## config.mk

```make
export PLATFORM = sky130hd
export DESIGN_NAME = hs_sample_ctrl
export DESIGN_NICKNAME = d
export VERILOG_FILES = /design/src/rtl/hs_sample_ctrl_pkg.sv /design/src/rtl/hs_timeout_counter.sv /design/src/rtl/hs_sample_ctrl.sv
export SDC_FILE = /design/constraint.sdc
export NUM_CORES = 1
export LEC_CHECK = 0
export ABC_AREA = 0
export CORE_MARGIN = 4
export CORE_UTILIZATION = 43
export DETAILED_ROUTE_END_ITERATION = 6
export GPL_TIMING_DRIVEN = 0
export PLACE_DENSITY = 0.84
export RECOVER_POWER = 25
export SLEW_MARGIN = 25
export SYNTH_ARGS = -nofsm -noshare
export SYNTH_HDL_FRONTEND = slang
export SYNTH_SLANG_ARGS = --single-unit
```

## constraint.sdc

```tcl
create_clock -name clk -period 2.5 [get_ports clk]
set_input_delay 0.25 -clock clk [delete_from_list [all_inputs] [get_ports clk]]
set_output_delay 0.25 -clock clk [all_outputs]
set_load 0.02 [all_outputs]
```

## src/rtl/hs_sample_ctrl_pkg.sv

```systemverilog
// Shared types and helpers for the two-phase bundled-data sample controller.
package hs_sample_ctrl_pkg;

  typedef enum logic [1:0] {
    IDLE = 2'b00,
    WAIT = 2'b01,
    ERR  = 2'b10
  } state_e;

  // Counter must be able to hold the value TIMEOUT itself.
  function automatic int unsigned cnt_width(input int unsigned timeout);
    return $clog2(timeout + 1);
  endfunction

endpackage

```

## src/rtl/hs_timeout_counter.sv

```systemverilog
// Saturating watchdog counter; expired is high while the count equals TIMEOUT.
module hs_timeout_counter #(
  parameter int unsigned TIMEOUT = 15,
  parameter int unsigned CW      = 4
) (
  input  logic clk,
  input  logic rst,
  input  logic clr,
  input  logic en,
  output logic expired
);

  localparam logic [CW-1:0] MAX = CW'(TIMEOUT);

  logic [CW-1:0] cnt_q, cnt_d;

  always_comb begin
    cnt_d = cnt_q;
    if (clr) begin
      cnt_d = '0;
    end else if (en && (cnt_q != MAX)) begin
      cnt_d = cnt_q + CW'(1);
    end
  end

  always_ff @(posedge clk or posedge rst) begin
    if (rst) begin
      cnt_q <= '0;
    end else begin
      cnt_q <= cnt_d;
    end
  end

  assign expired = (cnt_q == MAX);

endmodule

```

## src/rtl/hs_sample_ctrl.sv

```systemverilog
// Inhibit-aware, watchdog-protected sequencer for one two-phase bundled-data stage.
module hs_sample_ctrl
  import hs_sample_ctrl_pkg::*;
#(
  parameter int unsigned WIDTH   = 8,
  parameter int unsigned TIMEOUT = 15
) (
  input  logic             clk,
  input  logic             rst,
  input  logic             l_req,
  output logic             l_ack,
  input  logic [WIDTH-1:0] l_data,
  output logic             r_req,
  input  logic             r_ack,
  output logic [WIDTH-1:0] r_data,
  input  logic             hold_a,
  input  logic             hold_b,
  input  logic             err_clr,
  output logic             sample,
  output logic             busy,
  output logic             timeout_err
);

  localparam int unsigned CW = cnt_width(TIMEOUT);

  state_e             state_q, state_d;
  logic               l_ack_q, l_ack_d;
  logic               r_req_q, r_req_d;
  logic [WIDTH-1:0]   r_data_q, r_data_d;
  logic               sample_q, sample_d;
  logic               cnt_clr, cnt_en, expired;
  logic               pend_l, done_r, go, capture;

  assign pend_l = l_req ^ l_ack_q;
  assign done_r = (r_req_q == r_ack);
  assign go     = pend_l & ~hold_a & ~hold_b;

  hs_timeout_counter #(
    .TIMEOUT (TIMEOUT),
    .CW      (CW)
  ) u_timeout (
    .clk     (clk),
    .rst     (rst),
    .clr     (cnt_clr),
    .en      (cnt_en),
    .expired (expired)
  );

  always_comb begin
    state_d  = state_q;
    l_ack_d  = l_ack_q;
    r_req_d  = r_req_q;
    r_data_d = r_data_q;
    sample_d = 1'b0;
    cnt_clr  = 1'b0;
    cnt_en   = 1'b0;
    capture  = 1'b0;

    unique case (state_q)
      IDLE: begin
        cnt_clr = 1'b1;
        if (go) begin
          capture = 1'b1;
          state_d = WAIT;
        end
      end
      WAIT: begin
        // An arriving ack takes priority over an expiry on the same edge.
        if (done_r) begin
          if (go) begin
            capture = 1'b1;
          end else begin
            cnt_clr = 1'b1;
            state_d = IDLE;
          end
        end else if (expired) begin
          state_d = ERR;
        end else begin
          cnt_en = 1'b1;
        end
      end
      ERR: begin
        if (err_clr) begin
          r_req_d = r_ack;
          cnt_clr = 1'b1;
          state_d = IDLE;
        end
      end
      default: begin
        state_d = IDLE;
      end
    endcase

    if (capture) begin
      r_data_d = l_data;
      l_ack_d  = ~l_ack_q;
      r_req_d  = ~r_req_q;
      sample_d = 1'b1;
      cnt_clr  = 1'b1;
    end
  end

  always_ff @(posedge clk or posedge rst) begin
    if (rst) begin
      state_q  <= IDLE;
      l_ack_q  <= 1'b0;
      r_req_q  <= 1'b0;
      r_data_q <= '0;
      sample_q <= 1'b0;
    end else begin
      state_q  <= state_d;
      l_ack_q  <= l_ack_d;
      r_req_q  <= r_req_d;
      r_data_q <= r_data_d;
      sample_q <= sample_d;
    end
  end

  assign l_ack       = l_ack_q;
  assign r_req       = r_req_q;
  assign r_data      = r_data_q;
  assign sample      = sample_q;
  assign busy        = (state_q != IDLE);
  assign timeout_err = (state_q == ERR);

endmodule

```

Word-level counts from Yosys, hierarchy flattened
Cells that the tools add are included.

word-level totals
  bits in latches = 0
  memory bits (writable) = 0
  flip-flop bits (word level) = 17
  memories kept = 0
  ROM bits = 0

operators by class
  eq/ne operators = 9
  $lt $le $gt $ge = 0
  shift operators = 0
  reduce and logical (&&, ||, !) cells = 8
  div/mod/pow operators = 0
  mux-type cells = 23
  add/sub/neg operators = 1
  bitwise gates (word level) = 7
  multipliers = 0

operators with widths
  cell                 count
  $mux 1               13
  $mux 2               5
  $mux 4               2
  $reduce_bool 2->1    4
  $ne 3x3->1 const B   2
  $pmux 2 s3           1
  $add 4x1->4 const B  1
  $eq 4x4->1 const B   1
  $ne 2x2->1 const B   2
  $ne 4x4->1 const B   1
  $not 1->1            4
  $reduce_and 4->1     1
  $pmux 1 s3           1
  $and 1x1->1          2
  $eq 2x1->1 const B   1
  $eq 2x2->1 const B   1
  $logic_not 2->1      1
  $pmux 1 s2           1
  $reduce_and 2->1     1
  $eq 1x1->1           1
  $logic_and 1x1->1    1
  $xor 1x1->1          1

Depth between registers and ports, before layout
Gate-level depths: netlist (run 1).

  word-level depth = 8
  depth in mapped cells = 5
  mapped depth without buffers = 5

Hierarchy
Synthesis (run 1) repeated with hierarchy kept, for this count alone.

unflattened totals
  cells, all modules = 68
  area total of the unflattened synthesis = 830.8 um2

by module, submodules not included
  module              area each (um2)  times used  cells each  seq. area each (um2)
  hs_sample_ctrl      598.1            1           47          325.3
  hs_timeout_counter  232.7            1           21          100.1

Worst setup path before layout (run 1)
Ideal clock, no wire load.

  path kind = register to register
  start point = reg l_ack_q (netlist: l_ack)
  end point = reg r_data_q[0] (netlist: r_data[0])
  slack = 723 ps
  library setup time = 125 ps
  cell stages (with the launch flop) = 6
  arrival time = 1652 ps
  period minus slack after synthesis = 1777 ps
  data required time = 2375 ps
  cells stage by stage = dfrtp_1 -> xnor2_1 -> or4_1 -> buf_6 -> nor2_8 -> mux2_2

on the way
  longest elaborated chain between the ends = 6

ends and longest elaborated chain
  item                           line                                        text
  from (decl)                    hs_sample_ctrl.sv:27                        logic l_ack_q, l_ack_d;
  from (signal assigned)         hs_sample_ctrl.sv:112                       l_ack_q <= l_ack_d;
  $xor 1x1->1 (*)                hs_sample_ctrl.sv:34                        assign pend_l = l_req ^ l_ack_q;
  $and 1x1->1 (*) (2 in series)  hs_sample_ctrl.sv:36                        assign go = pend_l & ~hold_a & ~hold_b;
  $mux 1 (*)                     hs_sample_ctrl.sv:62, hs_sample_ctrl.sv:70
  $mux 1                         hs_sample_ctrl.sv:69                        if (done_r) begin
  $pmux 1 s2 (*)                 hs_sample_ctrl.sv:59                        unique case (state_q)
  net capture                    hs_sample_ctrl.sv:32                        logic pend_l, done_r, go, capture;
  to (signal assigned)           hs_sample_ctrl.sv:114                       r_data_q <= r_data_d;
  to (decl)                      hs_sample_ctrl.sv:29                        logic [WIDTH-1:0] r_data_q, r_data_d;

The timed path passes the listed nets; every way through them passes the cells marked *.
A chain may end at the register's enable or synchronous reset.

Worst setup path after layout (run 1)
  start point = reg state_q[1]
  end point = out busy

on the way
  longest elaborated chain between the ends = 1

ends and longest elaborated chain
  item                    line                   text
  from (decl)             hs_sample_ctrl.sv:26   state_e state_q, state_d;
  from (signal assigned)  hs_sample_ctrl.sv:111  state_q <= state_d;
  $reduce_bool 2->1       hs_sample_ctrl.sv:123  assign busy = (state_q != IDLE);
  to (decl)               hs_sample_ctrl.sv:20   output logic busy,

Every way passes these cells.

==> key figures, run 1 <==
STA
  • Final Hold Fails: 0
  • Slew headroom: approximately 58%
  • Final worst slack: 0.622 ns
  • Worst Skew: around 0.00071 ns
  • Minimum clock period: between 1.5 and 2 ns
  • Fmax: 532 MHz
  • Final setup vio count: 0
  • Post-route setup TNS: 0 ns
  • RSZ-0062 raised after global routing: false
  • Slew @ Worst Pin: 0.632 ns
  • Max Slew Vio Count: 0
  • Fin crit share: approximately three quarters

Power and ir drop
  • Power, Total: about 0.0011 W
  • Static Leakage: roughly 0.50 nW
  • Pwr per Cell Area: between 1000 and 1500 mW/mm^2
  • Maximum vdd drop: between 600 and 700 uV

Setup path
  • Startpoint Class: flop
  • Worst setup EP type: primary output
  • Critical path required time: around 2.3 ns
  • Worst endpoint data arrival time: 1.63 ns
  • Peak fanout along the critical path: 9
  • R2R depth: 4
  • Crit Path Category: flop to primary output

Run
  • Max-cap viol count: 0

CTS
  • Post-cts hold buffer count: 0
  • Resize count post-CTS: 0
  • Clk buf depth: 2
  • CTS buffer count: 3
  • Root buf cell: clkbuf_4
  • Sink Count: 17
  • CTS H-tree lvls: 1
  • Post-CTS Setup Bufs: 0
  • Worst-path clk slew: ~0.1 ns
  • CTS tree: done
  • Worst-Skew Late Latency: between 0.2 and 0.3 ns

Synthesis
  • Post-synthesis sequential area ratio: a little over half
  • Post-Synthesis Cells: between 60 and 70
  • Post-synth top cells: dfrtp_1, mux2_2, a21oi_1
  • Syn Nets: between 80 and 90
  • Synth top area cells: dfrtp_1, mux2_2, xor2_1, a21oi_1, mux2i_1
  • Mean Syn Cell Area: 12.3 sq um
  • FFs w/ async S/R, synth: 100%
  • Yosys reg bits: 17
  • Dominant cell type by area after synthesis: dfrtp_1
  • Yosys top cell area share: between 50% and 60%
  • Mapped cell area: approximately 800 sq um
  • Primary FF master, synth: dfrtp_1
  • Ys Warns: 0
  • Unique masters post-synth: 28
  • Most common cell in the netlist: dfrtp_1
  • EDFF count, synth: 0

Floorplan
  • Top Ports: 28
  • Die Ht: 51.2 um
  • Horiz. Die Dim: between 50 and 60 um
  • Core box area: between 0.0015 and 0.002 sq mm
  • Row cnt: 15
  • Initial Utilization: a little under half
  • Die ar.: between 0.002 and 0.003 sq mm

Drt
  • DRT Pass-1 Iters: 2
  • Drt via density: roughly 5
  • Drt drc: 0
  • Post-route ant nets: 0
  • DR WL/cell: between 10 and 15 um
  • Via count: between 500 and 600
  • Drt initial violations: 1
  • Final wirelength: between 1500 and 2000 um

Global routing
  • Initial antenna violation count: 0
  • Gr usage total: 13.9%
  • Grt ovf: 0
  • First-pass GRT wire length: between 2000 and 3000 um
  • Largest net degree at the start of global routing: 18
  • Vias in the first global route: 606

Placed design
  • Post-Place Setup Slack: slightly below 0.5 ns
  • GPL Wtd Cong: 0.771
  • IO buf count: 27
  • Hpwl dp: between 1000 and 1500 um

Final layout
  • Synthesis-to-layout area growth: 41.0%
  • # nets final: 113
  • N_diodes: 0
  • Fill cell total of the finished layout: ~130
  • Layout cell share with drive strength beyond 1: 17.7%

Hold path
  • Worst hold path type: input port to asynchronous set/reset pin

Run status
  • Status: complete, no violations
## critical path: stages (launching register included)
cell,delay (ns)
dfrtp_1,0.48
or2_2,0.32
clkdlybuf4s50_1,0.54
## final cells by class
type	instances	area (sq um)	share of cell area, %
clock buffer	3	22.5	1.99
timing repair buffer	27	270	23.9
inverter	3	11.3	0.996
buffer	2	15.0	1.33
sequential	17	425	37.6
multi-input combinational	43	350	31.0
clock inverter	1	5.00	0.442
tap	25	31.3	2.77
## placed cells by master (no fill, tap or decap)
cell type / count
clkbuf_4: 3
xnor2_1: 1
ha_1: 1
dlygate4sd3_1: 1
or3_1: 1
mux2_2: 8
buf_6: 1
a22o_1: 1
nand4b_1: 1
dfrtp_1: 17
or4_1: 1
clkbuf_1: 1
nand2_1: 1
o21ai_0: 2
and2b_1: 1
nor3_1: 1
nand2b_1: 1
nor2_8: 1
xor2_1: 3
a311oi_1: 1
nor2_1: 3
mux2_4: 1
clkdlybuf4s50_1: 26
inv_1: 3
nand3_1: 2
mux2i_1: 2
a21oi_1: 4
nor2b_1: 3
and2_1: 1
or2_2: 1
clkinv_2: 1
a211oi_2: 1
## sequential cells by signal, indices dropped and copies added (netlist names)
register,flops
state_q,2
sample,1
r_data,8
l_ack,1
r_req,1
u_timeout.cnt_q,4
## per-stage QoR
stage          instances  cell area (sq um)  hold WS [ns]  utilization [%]
2_1_floorplan         65                802         0.176                -
3_3_place_gp         117               1100         0.490             63.2
3_5_place_dp         117               1100         0.495             63.2
4_1_cts              121               1130         0.388             64.8
5_1_grt              121               1130         0.528             64.8
6_report             121               1130         0.473             64.8
## worst paths after layout
check,startpoint,endpoint,slack (ns)
worst max-delay path,state_q[1]$_DFFE_PP0P_,busy,0.62
worst min-delay path,rst,r_data[0]$_DFFE_PP0P_,0.47
worst max register to register,state_q[1]$_DFFE_PP0P_,r_data[0]$_DFFE_PP0P_,0.68
worst min register to register,r_data[3]$_DFFE_PP0P_,r_data[3]$_DFFE_PP0P_,0.51
max in group asynchronous,rst,r_data[7]$_DFFE_PP0P_,1.62
min in group clk,r_data[3]$_DFFE_PP0P_,r_data[3]$_DFFE_PP0P_,0.51
## power by group
part | leakage, nW | switching (W) | internal (W) | total, W
combinational | 0.269 | 0.000257 | 0.000301 | 0.000558
sequential | 0.216 | 0.0000655 | 0.000368 | 0.000433
clock | 0.0177 | 0.0000916 | 0.0000596 | 0.000151
## cells by family (layout without fill, tap and decap cells)
family	Yosys count	after routing	share of synthesized area (%)
XOR/XNOR	4	4	4.37
AO/OA/AOI/OAI	9	9	7.49
buffers and inverters	5	36	3.28
flip-flops	17	17	53.0
AND/OR/NAND/NOR	18	18	14.7
adder cells (fa/ha/maj)	1	1	1.56
multiplexers	11	11	15.6
## routing by layer
layer | track usage, % | vias to the layer above | wire (um)
li1 | - | 286 | -
met5 | 0 | - | 0
met3 | 6.41 | 4 | 149
met2 | 23.2 | 23 | 731
met1 | 14.3 | 286 | 632
met4 | 8.07 | 0 | 36
(Power assumes the default switching activity.)
==> run 2: changes to the inputs <==
Settings changed: CORE_UTILIZATION 43 to 39, PLACE_DENSITY 0.84 to 0.8.
Clock period 2.5 ns to 1.54 ns, I/O delays scaled along.
==> key figures, run 2 (synthesis gave the netlist of run 1 again) <==
Final layout
  • Footprint of the multi-input gates: around 420 sq um
  • Most common cell after layout, fill and taps aside: clkdlybuf4s50_1
  • Synthesis-to-layout area growth: 61.8%
  • Fill cell total of the finished layout: ~170
  • # nets final: about 120
  • Commonest cells after routing, fill and taps aside: clkdlybuf4s50_1, dfrtp_1, mux2_4
  • N_diodes: 0
  • Layout cell share with drive strength beyond 1: 36.4%
  • Final core utilization: about two thirds
  • Register area: 429 sq um
  • Max FFs per register: 8

CTS
  • Root buf cell: clkbuf_4
  • Worst-Skew Late Latency: roughly 0.29 ns
  • Sink Count: 17
  • Post-cts hold buffer count: 0
  • CTS H-tree lvls: 1
  • CTS tree: done
  • Worst-path clk slew: roughly 0.1 ns
  • Clk buf depth: 2
  • CTS buffer count: 3

STA
  • Final Hold Fails: 0
  • Worst Skew: between 0.008 and 0.009 ns
  • Max Slew Vio Count: 0
  • Final Hold Slack: approximately 0.38 ns
  • Slew @ Worst Pin: about 0.65 ns
  • Slew headroom: 56.5%
  • RSZ-0062 raised after global routing: true
  • Post-route setup TNS: -0.968 ns
  • Fin crit share: 109%
  • Final setup vio count: 10
  • Final worst slack: -0.132 ns
  • Minimum clock period: around 1.7 ns
  • Fmax: 598 MHz

Floorplan
  • Core box area: slightly below 0.002 sq mm
  • Row cnt: 16
  • Initial Utilization: 40.9%
  • Horiz. Die Dim: 53.4 um
  • Top Ports: 28
  • Die Ht: 53.4 um
  • Die ar.: ~0.0028 sq mm

Global routing
  • Largest net degree at the start of global routing: 18
  • Gr usage total: between 10 and 15%
  • Initial antenna violation count: 0
  • First-pass GRT wire length: just under 3000 um
  • Vias in the first global route: slightly below 700
  • Grt ovf: 0

Setup path
  • Worst r2r src: l_ack$_DFFE_PP0P_
  • Buf+Inv Stages, Crit Path: 0
  • Crit Path Category: flop to flop
  • Top cell family by delay on the critical path: simple AND/OR/NAND/NOR gates
  • CP peak stage delay: approximately 0.50 ns
  • Peak fanout along the critical path: 5
  • CP Launch Point: l_ack$_DFFE_PP0P_
  • CP cell instances: xnor2_1 > or4_4 > nor2_4 > mux2_4
  • Slowest cell on the critical path: or4_4
  • Worst setup EP type: flop
  • Worst endpoint data arrival time: 1.86 ns
  • Startpoint Class: flop
  • Critical path required time: roughly 1.7 ns

Drt
  • Metal3 WL: ~110 um
  • Via count: 667
  • Drt initial violations: 3
  • Post-Route M1 WL: roughly 740 um
  • Drt via density: roughly 5
  • DR WL/cell: roughly 13 um
  • Final wirelength: approximately 1800 um
  • Max Used Layer: met4
  • Drt drc: 0
  • DRT Pass-1 Iters: 4
  • Post-route ant nets: 0
  • Met2 routed WL: between 800 and 900 um

Power and ir drop
  • Pwr per Cell Area: ~1600 mW/mm^2
  • Static Leakage: 0.613 nW
  • Maximum vdd drop: 1160 uV
  • Power, Total: around 0.002 W

Placed design
  • IO buf count: 27
  • Hpwl dp: between 1000 and 1500 um
  • GPL Wtd Cong: around 0.78

Run status
  • Status: finished with violations
  • Failing checks: negative setup slack

Run
  • Max-cap viol count: 0

Hold path
  • Worst hold path type: input port to asynchronous set/reset pin
[run 2: per-stage QoR]
stage / setup slack, ns / std cells / cell area, sq um
4_1_cts: -0.171 / 129 / 1230
3_3_place_gp: -0.364 / 119 / 1110
3_5_place_dp: -0.391 / 119 / 1110
2_1_floorplan: -0.204 / 65 / 803
5_1_grt: -0.205 / 134 / 1300
6_report: -0.132 / 134 / 1300
[run 2: final cells by class]
| cell class | count | area share (%) |
|---|---|---|
| clock buffers | 3 | 1.74 |
| multi-input cells | 44 | 32.1 |
| flip-flops and latches | 17 | 33.1 |
| repair buffers | 39 | 29.2 |
| well taps | 27 | 2.60 |
| clock inverters | 1 | 0.386 |
| inverters | 3 | 0.868 |
[run 2: path summary, 6_finish.rpt]
path / end / slack, ns / cells after the start
max: r_data[7]$_DFFE_PP0P_ / -0.13 / 4
min: r_data[1]$_DFFE_PP0P_ / 0.38 / 2
max reg2reg: r_data[7]$_DFFE_PP0P_ / -0.13 / 4
min reg2reg: r_data[2]$_DFFE_PP0P_ / 0.52 / 1
max in group asynchronous: l_ack$_DFFE_PP0P_ / 0.70 / 2
min in group clk: r_data[1]$_DFFE_PP0P_ / 0.47 / 2
[run 2: what timing repair did]
| item | 4_1_cts | 5_1_grt |
|---|---|---|
| pin swaps | 7 | 9 |
| gates resized for setup | 15 | 13 |
| setup endpoints to repair | 14 | 18 |
| setup buffers | 6 | 7 |
| cloned | 1 | 0 |
[run 2: routing by layer]
layer / GRT usage [%] / vias to the layer above
li1: - / 311
met1: 17.2 / 331
met2: 23.1 / 21
met3: 4.79 / 4
met4: 5.11 / 0
met5: 0 / -
[run 2: report_power, final]
| part | total, W | internal, W | leakage (nW) | switching (W) |
|---|---|---|---|---|
| combinational | 0.00109 | 0.000619 | 0.384 | 0.000472 |
| sequential | 0.000707 | 0.000603 | 0.212 | 0.000104 |
| clock | 0.000236 | 0.0000964 | 0.0177 | 0.000139 |
==> run 3: changes to the inputs <==
Settings changed: CTS_CLUSTER_DIAMETER set to 150.
==> results of run 3 <==
Final layout, timing and power as in run 2 (identical DEF).
